==> src/rtl/sp_render_pkg.sv <==
// Shared types and constants for the sprite pixel stage: secondary OAM entry layout,
// slot output bundle, timing constants and attribute bit positions.
package sp_render_pkg;

  localparam int unsigned SP_LOAD_START = 321;
  localparam int unsigned VISIBLE_ROWS  = 240;
  localparam int unsigned VISIBLE_COLS  = 256;

  localparam int unsigned ATTR_PRIO   = 5;
  localparam int unsigned ATTR_FLIP_H = 6;
  localparam int unsigned ATTR_FLIP_V = 7;

  typedef struct packed {
    logic       active;
    logic [7:0] x_pos;
    logic [7:0] attribute;
    logic [7:0] bitmap_lo;
    logic [7:0] bitmap_hi;
  } second_oam_t;

  typedef struct packed {
    logic [1:0] px;
    logic [1:0] pal;
    logic       prio;
  } slot_out_t;

  function automatic logic [7:0] bit_rev(input logic [7:0] v);
    logic [7:0] r;
    r = '0;
    for (int i = 0; i < 8; i++) begin
      r[i] = v[7-i];
    end
    return r;
  endfunction

endpackage

==> src/rtl/sp_slot.sv <==
// One sprite slot: X down-counter, two pattern shifters and latched palette/priority.
// The slot reports a pixel only while its counter has reached zero.
module sp_slot
  import sp_render_pkg::*;
(
  input  logic        i_clk,
  input  logic        i_rst,
  input  logic        i_load,
  input  logic        i_shift,
  input  second_oam_t i_data,
  output slot_out_t   o_slot
);

  logic [7:0] r_x_cnt;
  logic [7:0] r_lo;
  logic [7:0] r_hi;
  logic [1:0] r_pal;
  logic       r_prio;

  logic       w_live;
  logic [7:0] w_lo_in;
  logic [7:0] w_hi_in;
  logic       w_unused_attr;

  assign w_live  = (r_x_cnt == 8'd0);
  assign w_lo_in = i_data.attribute[ATTR_FLIP_H] ? bit_rev(i_data.bitmap_lo) : i_data.bitmap_lo;
  assign w_hi_in = i_data.attribute[ATTR_FLIP_H] ? bit_rev(i_data.bitmap_hi) : i_data.bitmap_hi;

  // Vertical flip is resolved upstream when the pattern row is fetched.
  assign w_unused_attr = ^{i_data.attribute[ATTR_FLIP_V], i_data.attribute[4:2]};

  always_ff @(posedge i_clk) begin
    if (i_rst) begin
      r_x_cnt <= 8'd0;
      r_lo    <= 8'd0;
      r_hi    <= 8'd0;
      r_pal   <= 2'd0;
      r_prio  <= 1'b0;
    end else if (i_load) begin
      r_pal  <= i_data.attribute[1:0];
      r_prio <= i_data.attribute[ATTR_PRIO];
      if (i_data.active) begin
        r_x_cnt <= i_data.x_pos;
        r_lo    <= w_lo_in;
        r_hi    <= w_hi_in;
      end else begin
        r_x_cnt <= 8'd0;
        r_lo    <= 8'd0;
        r_hi    <= 8'd0;
      end
    end else if (i_shift) begin
      if (w_live) begin
        r_lo <= {r_lo[6:0], 1'b0};
        r_hi <= {r_hi[6:0], 1'b0};
      end else begin
        r_x_cnt <= r_x_cnt - 8'd1;
      end
    end
  end

  assign o_slot.px   = w_live ? {r_hi[7], r_lo[7]} : 2'b00;
  assign o_slot.pal  = r_pal;
  assign o_slot.prio = r_prio;

endmodule

==> src/rtl/sp_render.sv <==
// Sprite pixel stage: loads secondary OAM into slots at the end of each line and
// emits one registered, prioritised sprite pixel per visible PPU clock.
module sp_render
  import sp_render_pkg::*;
#(
  parameter int unsigned NUM_SLOTS = 8
) (
  input  logic        clk,
  input  logic        rst,
  input  logic        clk_en,
  input  logic [8:0]  row,
  input  logic [8:0]  col,
  input  logic        sp_en,
  input  logic        sp_left_en,
  input  logic        sp0_on_line,
  output logic [2:0]  sec_oam_rd_idx,
  input  second_oam_t sec_oam_rd_data,
  output logic [3:0]  sp_pixel,
  output logic        sp_behind_bg,
  output logic        sp_zero_px
);

  logic [8:0] w_col_off;
  logic       w_load_win;
  logic       w_visible;
  logic       w_left_clip;
  logic       w_shift;

  logic       w_found;
  logic       w_win_zero;
  slot_out_t  w_win;
  slot_out_t  w_slot [NUM_SLOTS];

  logic       r_z_flag;
  logic [3:0] r_sp_pixel;
  logic       r_sp_behind_bg;
  logic       r_sp_zero_px;

  // Columns below the window wrap to large offsets, so one compare covers both bounds.
  assign w_col_off      = col - 9'(SP_LOAD_START);
  assign w_load_win     = (w_col_off < 9'(NUM_SLOTS));
  assign sec_oam_rd_idx = (w_load_win && !rst) ? w_col_off[2:0] : 3'd0;

  assign w_visible   = (row < 9'(VISIBLE_ROWS)) && (col != 9'd0) && (col <= 9'(VISIBLE_COLS));
  assign w_left_clip = (col <= 9'd8) && !sp_left_en;
  assign w_shift     = clk_en && w_visible;

  for (genvar g = 0; g < NUM_SLOTS; g++) begin : g_slot
    sp_slot u_slot (
      .i_clk   (clk),
      .i_rst   (rst),
      .i_load  (clk_en && w_load_win && (w_col_off[2:0] == 3'(g))),
      .i_shift (w_shift),
      .i_data  (sec_oam_rd_data),
      .o_slot  (w_slot[g])
    );
  end

  always_comb begin
    w_found    = 1'b0;
    w_win_zero = 1'b0;
    w_win      = '0;
    for (int i = 0; i < NUM_SLOTS; i++) begin
      if (!w_found && (w_slot[i].px != 2'b00)) begin
        w_found    = 1'b1;
        w_win      = w_slot[i];
        w_win_zero = (i == 0);
      end
    end
  end

  always_ff @(posedge clk) begin
    if (rst) begin
      r_z_flag       <= 1'b0;
      r_sp_pixel     <= 4'd0;
      r_sp_behind_bg <= 1'b0;
      r_sp_zero_px   <= 1'b0;
    end else if (clk_en) begin
      if (w_load_win && (w_col_off[2:0] == 3'd0)) begin
        r_z_flag <= sp0_on_line;
      end
      if (w_visible && sp_en && !w_left_clip && w_found) begin
        r_sp_pixel     <= {w_win.pal, w_win.px};
        r_sp_behind_bg <= w_win.prio;
        r_sp_zero_px   <= w_win_zero && r_z_flag;
      end else begin
        r_sp_pixel     <= 4'd0;
        r_sp_behind_bg <= 1'b0;
        r_sp_zero_px   <= 1'b0;
      end
    end
  end

  assign sp_pixel     = r_sp_pixel;
  assign sp_behind_bg = r_sp_behind_bg;
  assign sp_zero_px   = r_sp_zero_px;

endmodule

==> config.mk <==
export PLATFORM = sky130hd
export DESIGN_NAME = sp_render
export DESIGN_NICKNAME = d
export VERILOG_FILES = /design/src/rtl/sp_render_pkg.sv /design/src/rtl/sp_slot.sv /design/src/rtl/sp_render.sv
export SDC_FILE = /design/constraint.sdc
export NUM_CORES = 1
export LEC_CHECK = 0
export CELL_PAD_IN_SITES_DETAIL_PLACEMENT = 1
export CELL_PAD_IN_SITES_GLOBAL_PLACEMENT = 2
export CORE_ASPECT_RATIO = 1.25
export CORE_UTILIZATION = 40
export CTS_CLUSTER_DIAMETER = 200
export DETAILED_ROUTE_END_ITERATION = 7
export PLACE_DENSITY_LB_ADDON = 0.1
export SYNTH_ARGS = -nofsm -noshare
export SYNTH_HDL_FRONTEND = slang
export SYNTH_HIERARCHICAL = 1
export SYNTH_SLANG_ARGS = --single-unit
==> constraint.sdc <==
create_clock -name clk -period 13.93 [get_ports clk]
set_input_delay 2.0895 -clock clk [delete_from_list [all_inputs] [get_ports clk]]
set_output_delay 2.0895 -clock clk [all_outputs]
set_load 0.01 [all_outputs]
# After elaboration in Yosys (flattened, before gate mapping)
# Cells that the tools add are included.
# classes
mux	112
order_cmp	4
n_eq_ne	15
reduce_logical	87
add_sub_neg	9
# op_table
op	count
$mux 8	77
$logic_not 8->1	8
$sub 8x1->8 const B	8
$reduce_bool 2->1	24
$mux 5	8
$reduce_and 2->1	17
$logic_and 1x1->1	26
$mux 1	17
$mux 2	8
$ne 2x1->1 const B	8
$eq 3x3->1 const B	4
$logic_not 1->1	10
$le 9x4->1 const B	1
$le 9x9->1 const B	1
$lt 9x4->1 const B	1
$lt 9x8->1 const B	1
$reduce_bool 9->1	1
$sub 9x9->9 const B	1
$eq 3x2->1 const B	2
$mux 4	1
$eq 3x1->1 const B	1
$logic_not 3->1	1
$mux 3	1
# word_totals
out_inout_bits	9
ff_bits	223
input_bits	57

# Longest topological paths before layout
# logic_depth
depth_word	27
ltp_mapped	12

# Modules after synthesis
# Netlist, hierarchy kept.
# modules_own_cells
mod	area_each_um2	n_inst	cells_each
sp_slot	1521.5	8	179
sp_render	1081.0	1	163

# Worst setup path after synthesis
# Ideal clock, no wire load.
# synth_timing
path_kind	input to register
startpoint	in col[5]
endpoint	reg g_slot[0].u_slot.r_x_cnt[3]
arrival_ns	6.159
path_stages	7
path_slack_ns	7.675
required_ns	13.835
setup_ns	0.095
cell_sequence	or4_4 o31a_1 nor3_1 nor3b_2 nand2b_1 or3_1 a221oi_1
# synth_via
elab_chain_len	6
elab_cells_between_ends	13
# synth_rtl
item	line	source
start, declared	sp_render.sv:12	input logic [8:0] col,
branches (longest 2 deep; another with $le 9x9->1)	--	
$logic_and 1x1->1 (*)	sp_render.sv:44	assign w_visible = (row < 9'(VISIBLE_ROWS)) && (col != 9'd0) && (col <= 9'(VISIBLE_COLS));
$logic_and 1x1->1 (*)	sp_render.sv:46	assign w_shift = clk_en && w_visible;
named net w_shift	sp_render.sv:27	logic w_shift;
$reduce_bool 2->1 (no line) (*)	--	
$reduce_and 2->1 (no line) (*)	--	
end signal, assigned	sp_slot.sv:43	r_x_cnt <= i_data.x_pos;
end signal, assigned	sp_slot.sv:56	r_x_cnt <= r_x_cnt - 8'd1;
end, declared	sp_slot.sv:14	logic [7:0] r_x_cnt;
# Mark *: on every way through the listed nets, which the timed path passes.
# A chain may end at the register's enable or synchronous reset.

# Worst setup path in the final report
# layout_timing
startpoint	in col[0]
endpoint	out sec_oam_rd_idx[2]
# layout_via
elab_chain_len	4
# layout_rtl
item	line	source
$sub 9x9->9 (*)	sp_render.sv:40	assign w_col_off = col - 9'(SP_LOAD_START);
$lt 9x4->1	sp_render.sv:41	assign w_load_win = (w_col_off < 9'(NUM_SLOTS));
$logic_and 1x1->1	sp_render.sv:42	assign sec_oam_rd_idx = (w_load_win && !rst) ? w_col_off[2:0] : 3'd0;
$mux 3 (*)	sp_render.sv:42	
end, declared	sp_render.sv:16	output logic [2:0] sec_oam_rd_idx,
# Mark *: on every way between the ends. The rest lies on a longest branch, timed or not.

==> run summary <==
outcome: finished, final reports clean
DRC Markers: 0
grt total ovfl: 0
DR iter-0 viols: 552
WP data required: 11.84 ns
Synth Net Count: 1673
Final Skew: 0.01648 ns
first-pass GRT wire length: 66280 um
max-cap violation count: 0
FILL cells: 3896
Core ar.: 0.03268 mm^2
asr flop ratio synth: 0%
gr usage total: 25.25%
die height: 205.5 um
Slew HR: 26.89%
Buf+Inv Stages, Crit Path: 3
hold_buf cts: 0
Post-CTS Resized: 0
Fin Setup TNS: 0 ns
IO Port Bufs: 57
share of the synthesized area in the top cell type: 33.69%
ANT cells: 0
detail-routed net length per standard cell: 20.63 um
Worst-Margin Slew: 1.097 ns
nets: 1683
post-synthesis to final-layout area growth: 11.23%
setup bufs post-CTS: 0
DRT Wirelength: 42170 um
num ports: 66
Root Buffer: clkbuf_16
CP startpoint kind: input pin
Initial Utilization: 40.55%
Avg Cell Area, Syn: 8.309 um^2
minimum clock period: 6.655 ns
highest clock rate: 0.1503 GHz
post-synthesis cell count: 1595
Final Cell Area: 0.01474 mm^2
Via Count: 11710
PD cells: 110.3 mW/mm^2
initial antenna violation count: 1
crit-path cells: clkdlybuf4s50_1, inv_1, ha_1, or2_2, a221o_1, nand2_1, nand2_1, nor3_1, clkdlybuf4s50_1
critical path's slowest cell: clkdlybuf4s50_1
Worst setup EP type: primary output
number of synthesized flops with an enable pin: 0
endpoints failing hold: 0
Synth Cell Area: 0.01325 mm^2
Initial DRT Pass Iterations: 5
Pwr Total: 0.001626 W
top_reg_cell synth: dfxtp_1
Yosys reg bits: 223
Post-DP Area: 0.01385 mm^2
final setup vio count: 0
Slew Viols, Final: 0
total CTS buffers: 27
HPWL after detailed placement: 27450 um
clock sink count: 223
post-synth cell types: 59
GPL Wtd Cong: 0.8034
cell taking the most area after synthesis: dfxtp_1
Die W: 164.8 um
Final period util: 47.78%
antenna violation net count after detailed routing: 0
fraction of layout instances using a drive strength above 1: 10.33%
# rows: 74
WP data arrival: 4.57 ns
unrepaired setup endpoints after global routing: false
VDD IR-drop max: 0.09433 mV
CP Class: input pin to primary output
clock tree buffer depth: 3
H-tree levels: 1
synth warn: 6
CTS tree: done
kind of cell adding the most delay to the critical path: buffers and inverters
Seq/Total Area, Yosys: 33.69%
clk slew on worst S/H paths: 0.06 ns
pin count of the biggest net entering global routing: 75
vias in the first global route: 11880
vias per cell: 5.727
Clk Latency, worst-skew pair: 0.56 ns
Critical Path Fanout Max: 5
CP max stage delay: 0.56 ns
hold_ws: 0.4826 ns
Die ar.: 0.03387 mm^2
P_leak: 5.478 nW
hold crit path type: flip-flop to flip-flop
largest cells by area after synthesis: dfxtp_1 (34%), mux2i_1 (13%), nor2_1 (10%)
where the power goes:
group          switching [W]  internal [W]
Combinational       0.000144     0.0000921
Sequential         0.0000130      0.000662
Clock               0.000291      0.000424
Total               0.000447       0.00118
cell type report:
class | count | area (um^2) | area share [%]
tap | 418 | 523.0 | 3.548
timing repair buffer | 71 | 678.2 | 4.600
sequential | 223 | 4464 | 30.28
inverter | 30 | 112.6 | 0.7639
multi-input combinational | 1252 | 8073 | 54.76
clock buffer | 38 | 777.0 | 5.271
clock inverter | 12 | 113.9 | 0.7724
cells in the final DEF, fill, tap and decap left out, types with 19 or more instances in the layout:
master,n
a211oi_1,64
a211oi_2,48
a21oi_1,134
clkbuf_16,27
clkdlybuf4s50_1,55
dfxtp_1,223
ha_1,21
inv_1,30
mux2i_1,177
nand2_1,80
nor2_1,357
nor2b_1,19
nor3_1,24
o21ai_0,34
o21ai_1,32
or2_2,21
or3_1,36
cell families (layout without fill, tap and decap cells):
| kind of cell | count (synthesis) | after routing | synth area share, % |
|---|---|---|---|
| buffers and inverters | 120 | 151 | 5.438 |
| AO/OA/AOI/OAI | 394 | 394 | 20.93 |
| adder cells (fa/ha/maj) | 21 | 21 | 1.983 |
| AND/OR/NAND/NOR | 643 | 643 | 23.47 |
| flip-flops | 223 | 223 | 33.69 |
| multiplexers | 177 | 177 | 13.37 |
| XOR/XNOR | 17 | 17 | 1.124 |
synth_stat cells, drive strengths merged (3+ instances only):
cell,instances
nor2,357
dfxtp,223
mux2i,177
a21oi,134
a211oi,112
nand2,80
o21ai,74
buf,64
or3,36
inv,30
clkbuf,26
nor3,25
ha,21
or2,21
nor2b,19
a221oi,18
and3,18
a22o,16
nand2b,15
nand3,14
nor4,14
nand3b,10
nor3b,10
nor4b,9
xnor2,9
a31o,8
o211ai,8
or4b,8
xor2,8
a21boi,4
a31oi,4
nand4,3
or4,3
through the flow:
step | utilization (%) | instances | worst slack, ns
floorplan | - | 1595 | 7.675
global placement | 42.38 | 1994 | 7.293
detailed placement | 42.38 | 1994 | 7.280
CTS | 45.10 | 2044 | 7.273
global route | 45.10 | 2044 | 7.099
finish | 45.10 | 2044 | 7.275
metal layers:
layer | global-route usage (%) | vias to the layer above | wire, um
met4 | 8.683 | 0 | 1252
met3 | 2.419 | 70 | 956
met1 | 32.10 | 5739 | 19340
li1 | - | 5741 | -
met2 | 44.07 | 156 | 20630
met5 | 0 | - | 0
final timing paths:
kind	startpoint	end	slack (ns)	depth (start not counted)
worst min register to register	sp_pixel[2]	sp_pixel[2]	0.48	1
worst max register to register	g_slot[4].u_slot/r_x_cnt[0]	sp_pixel[3]	10.92	9
worst min-delay path	sp_pixel[2]	sp_pixel[2]	0.48	1
worst max-delay path	col[0]	sec_oam_rd_idx[2]	7.27	9
state kept, by name, summed over array words and instances (netlist names):
name	count
g_slot.u_slot/r_hi	64
g_slot.u_slot/r_lo	64
g_slot.u_slot/r_pal	16
g_slot.u_slot/r_prio	8
g_slot.u_slot/r_x_cnt	64
r_z_flag	1
sp_behind_bg	1
sp_pixel	4
sp_zero_px	1
No activity file was read; power rests on OpenSTA's default activity.
